===== config.mk =====
export PLATFORM = sky130hd
export DESIGN_NAME = perceptron_seq_ctrl
export DESIGN_NICKNAME = d
export VERILOG_FILES = /design/src/rtl/perceptron_pkg.sv /design/src/rtl/perceptron_step_cnt.sv /design/src/rtl/perceptron_seq_ctrl.sv
export SDC_FILE = /design/constraint.sdc
export NUM_CORES = 1
export LEC_CHECK = 0
export BUFFER_PORTS_ARGS = -buffer_cell sky130_fd_sc_hd__buf_2
export CAP_MARGIN = 40
export CORE_AREA = 2 2 39 41
export CTS_CLUSTER_SIZE = 20
export DETAILED_ROUTE_END_ITERATION = 7
export DIE_AREA = 0 0 41 43
export GPL_TIMING_DRIVEN = 0
export PLACE_DENSITY = 0.7
export SYNTH_ARGS = -nofsm -noshare
export SYNTH_HDL_FRONTEND = slang
export SYNTH_SLANG_ARGS = --single-unit
export TNS_END_PERCENT = 50

===== constraint.sdc =====
create_clock -name clk -period 1.55 [get_ports clk]
set_input_delay 0.31 -clock clk [delete_from_list [all_inputs] [get_ports clk]]
set_output_delay 0.31 -clock clk [all_outputs]
set_load 0.1 [all_outputs]

===== src/rtl/perceptron_pkg.sv =====
// perceptron_pkg: shared sequencer state encoding and counter width helper.
package perceptron_pkg;

    typedef enum logic [2:0] {
        ST_IDLE,
        ST_CLEAR,
        ST_MAC,
        ST_ACT,
        ST_UPDATE,
        ST_OUT
    } state_e;

    // Width of a counter covering 0..n-1, never narrower than one bit.
    function automatic int cw(input int n);
        return ($clog2(n) < 1) ? 1 : $clog2(n);
    endfunction

endpackage


===== src/rtl/perceptron_step_cnt.sv =====
// perceptron_step_cnt: wrapping step counter used for feature index and neuron select.
// Ports:
//   clk, reset : clock, asynchronous active-high reset
//   clr        : synchronous clear to 0 (wins over inc)
//   inc        : advance by one, wrapping from N-1 to 0
//   cnt        : current count
//   last       : cnt == N-1
module perceptron_step_cnt
    import perceptron_pkg::*;
#(
    parameter int N = 4,
    localparam int W = cw(N)
) (
    input  logic         clk,
    input  logic         reset,
    input  logic         clr,
    input  logic         inc,
    output logic [W-1:0] cnt,
    output logic         last
);

    logic [W-1:0] cnt_q;

    assign cnt  = cnt_q;
    assign last = cnt_q == W'(N - 1);

    always_ff @(posedge clk or posedge reset) begin
        if (reset)
            cnt_q <= '0;
        else if (clr)
            cnt_q <= '0;
        else if (inc)
            cnt_q <= last ? '0 : cnt_q + W'(1);
    end

endmodule


===== src/rtl/perceptron_seq_ctrl.sv =====
// perceptron_seq_ctrl: multi-neuron clear/MAC/activate/update sequencer for the perceptron datapath.
// Ports:
//   clk, reset              : clock, asynchronous active-high reset
//   val_i, train_i, rdy_o   : sample input handshake, mode captured on accept
//   val_o, rdy_i            : result output handshake
//   err_i                   : datapath output/target mismatch, sampled in ACT
//   acc_clr, acc_en, act_en : accumulator clear, multiply-accumulate, activation strobes
//   wt_we                   : weight write strobe for w[neuron][idx]
//   idx, neuron             : current feature index and neuron
//   busy                    : a sample is being processed
module perceptron_seq_ctrl
    import perceptron_pkg::*;
#(
    parameter int N_INPUTS  = 4,
    parameter int N_NEURONS = 2,
    localparam int IW = cw(N_INPUTS),
    localparam int NW = cw(N_NEURONS)
) (
    input  logic          clk,
    input  logic          reset,
    input  logic          val_i,
    input  logic          train_i,
    output logic          rdy_o,
    output logic          val_o,
    input  logic          rdy_i,
    input  logic          err_i,
    output logic          acc_clr,
    output logic          acc_en,
    output logic          act_en,
    output logic          wt_we,
    output logic [IW-1:0] idx,
    output logic [NW-1:0] neuron,
    output logic          busy
);

    state_e state_q;
    logic   init_q;
    logic   train_q;
    logic   err_q;
    logic   idx_last;
    logic   nrn_last;
    logic   accept;
    logic   upd_go;
    logic   nxt_nrn;
    logic   go_clear;

    assign accept   = val_i && rdy_o;
    assign upd_go   = state_q == ST_ACT && train_q && err_i;
    assign nxt_nrn  = (state_q == ST_ACT && !upd_go) || (state_q == ST_UPDATE && idx_last);
    assign go_clear = nxt_nrn && !nrn_last;

    // idx stops at N_INPUTS-1 instead of wrapping so it holds its last value in ACT/OUT.
    perceptron_step_cnt #(.N(N_INPUTS)) u_idx (
        .clk  (clk),
        .reset(reset),
        .clr  (accept || go_clear || upd_go),
        .inc  ((state_q == ST_MAC || state_q == ST_UPDATE) && !idx_last),
        .cnt  (idx),
        .last (idx_last)
    );

    perceptron_step_cnt #(.N(N_NEURONS)) u_nrn (
        .clk  (clk),
        .reset(reset),
        .clr  (accept),
        .inc  (go_clear),
        .cnt  (neuron),
        .last (nrn_last)
    );

    always_ff @(posedge clk or posedge reset) begin
        if (reset) begin
            state_q <= ST_IDLE;
            init_q  <= 1'b0;
            train_q <= 1'b0;
            err_q   <= 1'b0;
        end else begin
            init_q <= 1'b1;
            case (state_q)
                ST_IDLE: if (accept) begin
                    train_q <= train_i;
                    state_q <= ST_CLEAR;
                end
                ST_CLEAR:  state_q <= ST_MAC;
                ST_MAC:    if (idx_last) state_q <= ST_ACT;
                ST_ACT: begin
                    err_q   <= err_i;
                    state_q <= upd_go ? ST_UPDATE : nrn_last ? ST_OUT : ST_CLEAR;
                end
                ST_UPDATE: if (idx_last) state_q <= nrn_last ? ST_OUT : ST_CLEAR;
                ST_OUT:    if (rdy_i) state_q <= ST_IDLE;
                default:   state_q <= ST_IDLE;
            endcase
        end
    end

    // init_q keeps rdy_o low until the first edge after reset release.
    assign rdy_o   = init_q && state_q == ST_IDLE;
    assign val_o   = state_q == ST_OUT;
    assign acc_clr = state_q == ST_CLEAR;
    assign acc_en  = state_q == ST_MAC;
    assign act_en  = state_q == ST_ACT;
    // UPDATE is only entered for an erring neuron, so err_q qualifies the write.
    assign wt_we   = state_q == ST_UPDATE && err_q;
    assign busy    = state_q != ST_IDLE && state_q != ST_OUT;

endmodule


==> load_flow_metrics.sql, run 1 <==
INSERT INTO impl_metrics (metric_group, metric, value, unit) VALUES
('setup_path', 'timing.critical_path.required', '1240', 'ps'),
('yosys', 'main_combinational_cell_family_by_area_after_synthesis', 'simple AND/OR/NAND/NOR gates', ''),
('setup_path', 'cp_top_family', 'simple AND/OR/NAND/NOR gates', ''),
('global_route', 'antenna_found_initial', '0', ''),
('setup_path', 'worstPathArrival', '1480', 'ps'),
('outcome', 'run_status', 'complete, but fails checks', ''),
('cells_and_area', 'drive_above_1_share', '0.578', ''),
('sta', 'final.setup.worst_slack', '-243', 'ps'),
('cells_and_area', 'nNetsFinal', '91', ''),
('yosys', 'post_synth_xor_area_fraction', '0.0568', ''),
('cells_and_area', 'fin_util', '0.679', ''),
('placed_design', 'gp_routability_congestion', '0.735', ''),
('sta', 'fin_hold_ws', '-5.14', 'ps'),
('detailed_routing', 'firstDrtPassIters', '2', ''),
('cells_and_area', 'area_growth', '58.1', '%'),
('yosys', 'edff_count_synth', '0', ''),
('yosys', 'synth.cell_area', '594', 'um2'),
('yosys', 'synth_top_area_frac', '0.379', ''),
('floorplanning', 'design.portCount', '16', ''),
('setup_path', 'cp.buffers_inverters', '2', ''),
('floorplanning', 'placement_rows', '14', ''),
('clocking', 'cts-hold-fix-buffers', '0', ''),
('floorplanning', 'floorplan_die_area', '1760', 'um2'),
('setup_path', 'critPathMaxFanout', '7', ''),
('yosys', 'ys_top_cells_by_area', 'sky130_fd_sc_hd__dfrtp_1 38%, sky130_fd_sc_hd__nor4b_4 4.0%, sky130_fd_sc_hd__buf_6 3.8%', ''),
('floorplanning', 'starting_density_of_the_core', '0.429', ''),
('setup_path', 'max_stage_delay', '380', 'ps'),
('global_route', 'global_route_usage_over_all_layers', '0.200', ''),
('sta', 'timing.final.crit_share', '1.16', ''),
('yosys', 'yosys.area.top_type', 'sky130_fd_sc_hd__dfrtp_1', ''),
('yosys', 'post_synthesis_mean_instance_area', '10.2', 'um2'),
('global_route', 'grt_start_max_net_pins', '11', ''),
('detailed_routing', 'detail_route.vias_per_cell', '5.24', ''),
('setup_path', 'timing.critical_path.from', 'state_q[1]', ''),
('sta', 'rsz0062_at_grt', 'true', ''),
('yosys', 'ys_async_sr_fraction', '1.00', ''),
('setup_path', 'rr_startpoint', 'state_q[1]', ''),
('yosys', 'synth_simple_gate_area_frac', '0.234', ''),
('outcome', 'failed_checks', 'negative hold slack, negative setup slack', ''),
('floorplanning', 'die_h', '43', 'um'),
('placed_design', 'port_buffers', '15', ''),
('setup_path', 'crit_path_frequent_cell', 'sky130_fd_sc_hd__buf_6', ''),
('clocking', 'insertion_delay', '270', 'ps'),
('clocking', 'clock-sinks', '9', ''),
('cells_and_area', 'insertedDiodeCount', '0', ''),
('placed_design', 'pre_cts_ws', '-273', 'ps'),
('setup_path', 'crit_path_end_kind', 'primary output', ''),
('yosys', 'synth.distinct_cells', '34', ''),
('yosys', 'synth_cells', '58', ''),
('yosys', 'muxShareOfSynthArea', '0.0379', ''),
('yosys', 'yosys_register_bits', '9', ''),
('detailed_routing', 'first_iter_violations', '10', ''),
('clocking', 'tritoncts', 'done', ''),
('setup_path', 'timing.critical_path.cells', 'buf_6, or2b_4, nor3b_2, buf_6', ''),
('clocking', 'cts-buffers-inserted', '3', ''),
('setup_path', 'crit_path_top_delay_cell', 'sky130_fd_sc_hd__dfrtp_1', ''),
('detailed_routing', 'post_drt_wl_per_cell', '13.8', 'um'),
('yosys', 'postSynthNetCount', '65', ''),
('clocking', 'clk_path_buf_depth', '2', ''),
('clocking', 'cts_max_level', '1', ''),
('clocking', 'clk_transition_reported_paths', '60', 'ps'),
('yosys', 'ys.flop_type', 'sky130_fd_sc_hd__dfrtp_1', ''),
('sta', 'report.final.setup_viol', '8', ''),
('sta', 'final-hold-violation-count', '9', ''),
('yosys', 'yosysSeqAreaShare', '0.379', ''),
('floorplanning', 'coreArea', '1380', 'um2'),
('global_route', 'grt_overflow', '0', ''),
('yosys', 'synth_fa_ha_area_frac', '0.0211', ''),
('sta', 'final.setup_skew', '1.13', 'ps'),
('global_route', 'grt_pass1_wl', '2.39', 'mm'),
('global_route', 'grt_pass1_vias', '527', '');
==> what timing repair did <==
item / 4_1_cts / 5_1_grt
pin swaps: 2 / 2
setup endpoints to repair: 8 / 9
endpoints found under the hold margin: 0 / 0
buffers inserted: 6 / 1
gates resized for setup: 29 / 5
==> layout make-up <==
type / instances / area, um2
Fill cell: 101 / 444
Multi-Input combinational cell: 41 / 384
Sequential cell: 9 / 229
Timing Repair Buffer: 22 / 228
Buffer: 3 / 37.5
Clock buffer: 4 / 26.3
Tap cell: 16 / 20.0
Inverter: 4 / 15.0
==> stage by stage <==
step                instance area, um2  cells
floorplan                          631     58
global placement                   726     89
detailed placement                 726     89
CTS                                900     98
global route                       940     99
finish                             940     99
==> cells in the mapped netlist (2+ instances only) <==
cell type,count
sky130_fd_sc_hd__dfrtp_1,9
sky130_fd_sc_hd__inv_1,4
sky130_fd_sc_hd__nor2_1,4
sky130_fd_sc_hd__nand2b_1,3
sky130_fd_sc_hd__a21oi_1,2
sky130_fd_sc_hd__and2_1,2
sky130_fd_sc_hd__buf_6,2
sky130_fd_sc_hd__mux2_2,2
sky130_fd_sc_hd__nor3b_1,2
sky130_fd_sc_hd__o21ai_0,2
sky130_fd_sc_hd__o31ai_1,2
sky130_fd_sc_hd__xnor2_1,2
==> cells by family after synthesis <==
logic type / count (synthesis)
buffers and inverters: 8
xor gates and xnor gates: 3
and+or+nand+nor: 19
other: 1
muxes: 2
DFF: 9
AOI/OAI and AO/OA: 15
adders and majority gates: 1
==> placed cells by master (no fill, tap or decap), types with 2 or more instances in the layout <==
cell type                  count
sky130_fd_sc_hd__a211oi_2      2
sky130_fd_sc_hd__a21oi_1       2
sky130_fd_sc_hd__buf_12        6
sky130_fd_sc_hd__buf_2         8
sky130_fd_sc_hd__buf_4         6
sky130_fd_sc_hd__buf_6         4
sky130_fd_sc_hd__clkbuf_4      3
sky130_fd_sc_hd__dfrtp_1       6
sky130_fd_sc_hd__dfrtp_2       3
sky130_fd_sc_hd__inv_1         3
sky130_fd_sc_hd__nand2b_1      3
sky130_fd_sc_hd__nor2_4        3
sky130_fd_sc_hd__o21ai_0       2
sky130_fd_sc_hd__o31ai_1       2
sky130_fd_sc_hd__xnor2_2       2
==> state kept, by name, indices dropped and copies added, names as in the netlist <==
name       cells
err_q          1
init_q         1
state_q        3
train_q        1
u_idx.cnt      2
u_nrn.cnt      1
==> per-layer routing <==
layer / part of all wire / GRT usage
met5: 0 / 0
met4: 0.023 / 0.100
met3: 0.037 / 0.0524
met2: 0.46 / 0.272
met1: 0.48 / 0.282
==> path summary, 6_finish.rpt <==
path | end | slack (ps) | cells past startpoint
setup / recovery | wt_we | -240 | 4
hold / removal | train_q | -5 | 2
setup reg to reg | u_idx.cnt[1] | -10 | 5
hold reg to reg | err_q | 500 | 1
max in group asynchronous | state_q[0] | 1270 | 2
min in group clk | u_nrn.cnt | 250 | 2
Power of run 1 is not shown: default switching activity piles up to over one toggle a cycle in this logic, so the estimate is an artifact.
==> inputs of run 2 (changes only) <==
Settings changed: CELL_PAD_IN_SITES_DETAIL_PLACEMENT set to 1, CELL_PAD_IN_SITES_GLOBAL_PLACEMENT set to 1, CORE_AREA 2 2 39 41 to not set, CORE_MARGIN set to 1, CORE_UTILIZATION set to 37, DIE_AREA 0 0 41 43 to not set, PLACE_DENSITY 0.7 to 0.75.
==> run 2 against run 1 <==
The run ends with negative setup slack left. Utilization is 5.4 points lower. Design area is 0.13% higher. Worst setup slack worse by 5.3 ps. Via count is 1.5% higher. Global-route usage is 0.12 points lower. Non-clock buffer count stayed put. Die area is 0.44% higher. Wire length is 11% higher. Final cell count stayed put. Critical path depth stayed put. Critical path type unchanged. Critical endpoint unchanged. Highest routed layer unchanged.
==> load_flow_metrics.sql, run 2 (synthesis gave the netlist of run 1 again) <==
INSERT INTO impl_metrics (metric_group, metric, value, unit) VALUES
('setup_path', 'crit_path_top_delay_cell', 'sky130_fd_sc_hd__dfrtp_1', ''),
('clocking', 'insertion_delay', '270', 'ps'),
('placed_design', 'hpwlAfterDp', '982', 'um'),
('cells_and_area', 'drive_above_1_share', '0.566', ''),
('detailed_routing', 'first_iter_violations', '4', ''),
('sta', 'timing.final.crit_share', '1.16', ''),
('floorplanning', 'design.portCount', '16', ''),
('clocking', 'clock-sinks', '9', ''),
('clocking', 'cts-buffers-inserted', '3', ''),
('detailed_routing', 'drt_drc_violations_left', '0', ''),
('global_route', 'antenna_found_initial', '0', ''),
('setup_path', 'worstPathArrival', '1490', 'ps'),
('setup_path', 'critPathMaxFanout', '5', ''),
('clocking', 'cts.root.buffer_cell', 'sky130_fd_sc_hd__clkbuf_4', ''),
('cells_and_area', 'commonest_cells_after_routing_fill_and_taps_aside', '8 x sky130_fd_sc_hd__buf_2, 6 x sky130_fd_sc_hd__dfrtp_1, 6 x sky130_fd_sc_hd__buf_4', ''),
('floorplanning', 'coreArea', '1510', 'um2'),
('sta', 'finalSetupTns', '-1260', 'ps'),
('clocking', 'tritoncts', 'done', ''),
('setup_path', 'timing.critical_path.required', '1240', 'ps'),
('floorplanning', 'dieWidth', '42.1', 'um'),
('cells_and_area', 'commonest_non_fill_non_tap_cell_in_the_layout', 'sky130_fd_sc_hd__buf_2', ''),
('clocking', 'cts_max_level', '1', ''),
('setup_path', 'max_stage_delay', '380', 'ps'),
('setup_path', 'crit_path_frequent_cell', 'sky130_fd_sc_hd__buf_6', ''),
('detailed_routing', 'postRouteWirelength', '1.52', 'mm'),
('setup_path', 'path_class', 'reg2out', ''),
('global_route', 'global_route_usage_over_all_layers', '0.199', ''),
('placed_design', 'gp_routability_congestion', '0.720', ''),
('floorplanning', 'placement_rows', '14', ''),
('sta', 'rsz0062_at_grt', 'true', ''),
('outcome', 'run_status', 'complete, but fails checks', ''),
('flow_run', 'cap_violations', '0', ''),
('detailed_routing', 'ant_nets', '0', ''),
('detailed_routing', 'detail_route.vias_per_cell', '5.32', ''),
('sta', 'max_freq', '556', 'MHz'),
('clocking', 'clk_transition_reported_paths', '70', 'ps'),
('cells_and_area', 'final.fill_count', '165', ''),
('floorplanning', 'floorplan_die_area', '1770', 'um2'),
('cells_and_area', 'nNetsFinal', '91', ''),
('cells_and_area', 'area_growth', '58.3', '%'),
('detailed_routing', 'via_count', '527', ''),
('setup_path', 'worst_setup_path_start_kind', 'flop', ''),
('sta', 'final.setup.worst_slack', '-249', 'ps'),
('sta', 'final.setup_skew', '7.47', 'ps'),
('floorplanning', 'starting_density_of_the_core', '0.395', ''),
('sta', 'final-hold-violation-count', '0', ''),
('setup_path', 'crit_path_end_kind', 'primary output', ''),
('placed_design', 'port_buffers', '15', ''),
('cells_and_area', 'largest_register', 'state_q', ''),
('detailed_routing', 'post_drt_wl_per_cell', '15.3', 'um'),
('floorplanning', 'die_h', '42.1', 'um'),
('outcome', 'failed_checks', 'negative setup slack', ''),
('global_route', 'grt_pass1_vias', '548', ''),
('global_route', 'grt_overflow', '0', ''),
('setup_path', 'timing.critical_path.cells', 'buf_6, or2b_4, nor3b_2, buf_6', ''),
('sta', 'maxSlewViolCount', '0', ''),
('detailed_routing', 'firstDrtPassIters', '3', ''),
('global_route', 'grt_start_max_net_pins', '11', ''),
('min_path', 'class_of_the_tightest_hold_or_removal_check', 'in2async', ''),
('clocking', 'clk_path_buf_depth', '2', ''),
('sta', 'report.final.setup_viol', '9', ''),
('global_route', 'grt_pass1_wl', '2.57', 'mm'),
('sta', 'min_period', '1800', 'ps'),
('cells_and_area', 'insertedDiodeCount', '0', ''),
('cells_and_area', 'largest_register_ffs', '3', '');
[run 2: path summary, 6_finish.rpt]
kind	startpoint	to	slack (ps)	cells after the start
max	state_q[1]	wt_we	-250	4
min	reset	state_q[2]	1	2
max reg2reg	state_q[1]	u_idx.cnt[1]	-120	6
min reg2reg	err_q	err_q	520	1
max in group asynchronous	reset	u_idx.cnt[1]	1250	2
min in group clk	val_i	u_nrn.cnt	250	2
[run 2: final cells by class]
class	instances	area (um2)	area share
multi-input cells	41	394	0.419
flip-flops and latches	9	229	0.243
clock buffers	4	26.3	0.0279
well taps	16	20.0	0.0213
repair buffers	22	219	0.233
inverters	4	15.0	0.0160
plain buffers	3	37.5	0.0399
[run 2: per-stage QoR]
stage / hold WS (ps) / util / cells / cell area (um2) / setup slack (ps)
floorplan: 138 / - / 58 / 631 / -823
global placement: 294 / 0.482 / 89 / 726 / -272
detailed placement: 308 / 0.482 / 89 / 726 / -273
CTS: 16.3 / 0.608 / 98 / 916 / -246
global route: 39.5 / 0.625 / 99 / 941 / -304
finish: 0.951 / 0.625 / 99 / 941 / -249
[run 2: worst max-delay path: cells and delay by family (launching register included)]
kind                   cells  cell delay [ps]
DFF                        1              380
buffers and inverters      2              380
and+or+nand+nor            2              450
[run 2: timing repair]
| action | 4_1_cts | 5_1_grt |
|---|---|---|
| hold buffers | 0 | 0 |
| buffers inserted | 6 | 1 |
| setup endpoints to repair | 8 | 10 |
| resized for setup | 33 | 4 |
| pin swaps | 2 | 2 |
[run 2: metal layers]
metal | track usage | wire (um) | up-vias | part of all wire
met4 | 0.0750 | 25 | 0 | 0.016
li1 | - | - | 259 | -
met3 | 0.0690 | 67 | 4 | 0.044
met1 | 0.262 | 696 | 251 | 0.46
met5 | 0 | 0 | - | 0
met2 | 0.300 | 726 | 13 | 0.48
Power of run 2 is left out for the same reason.
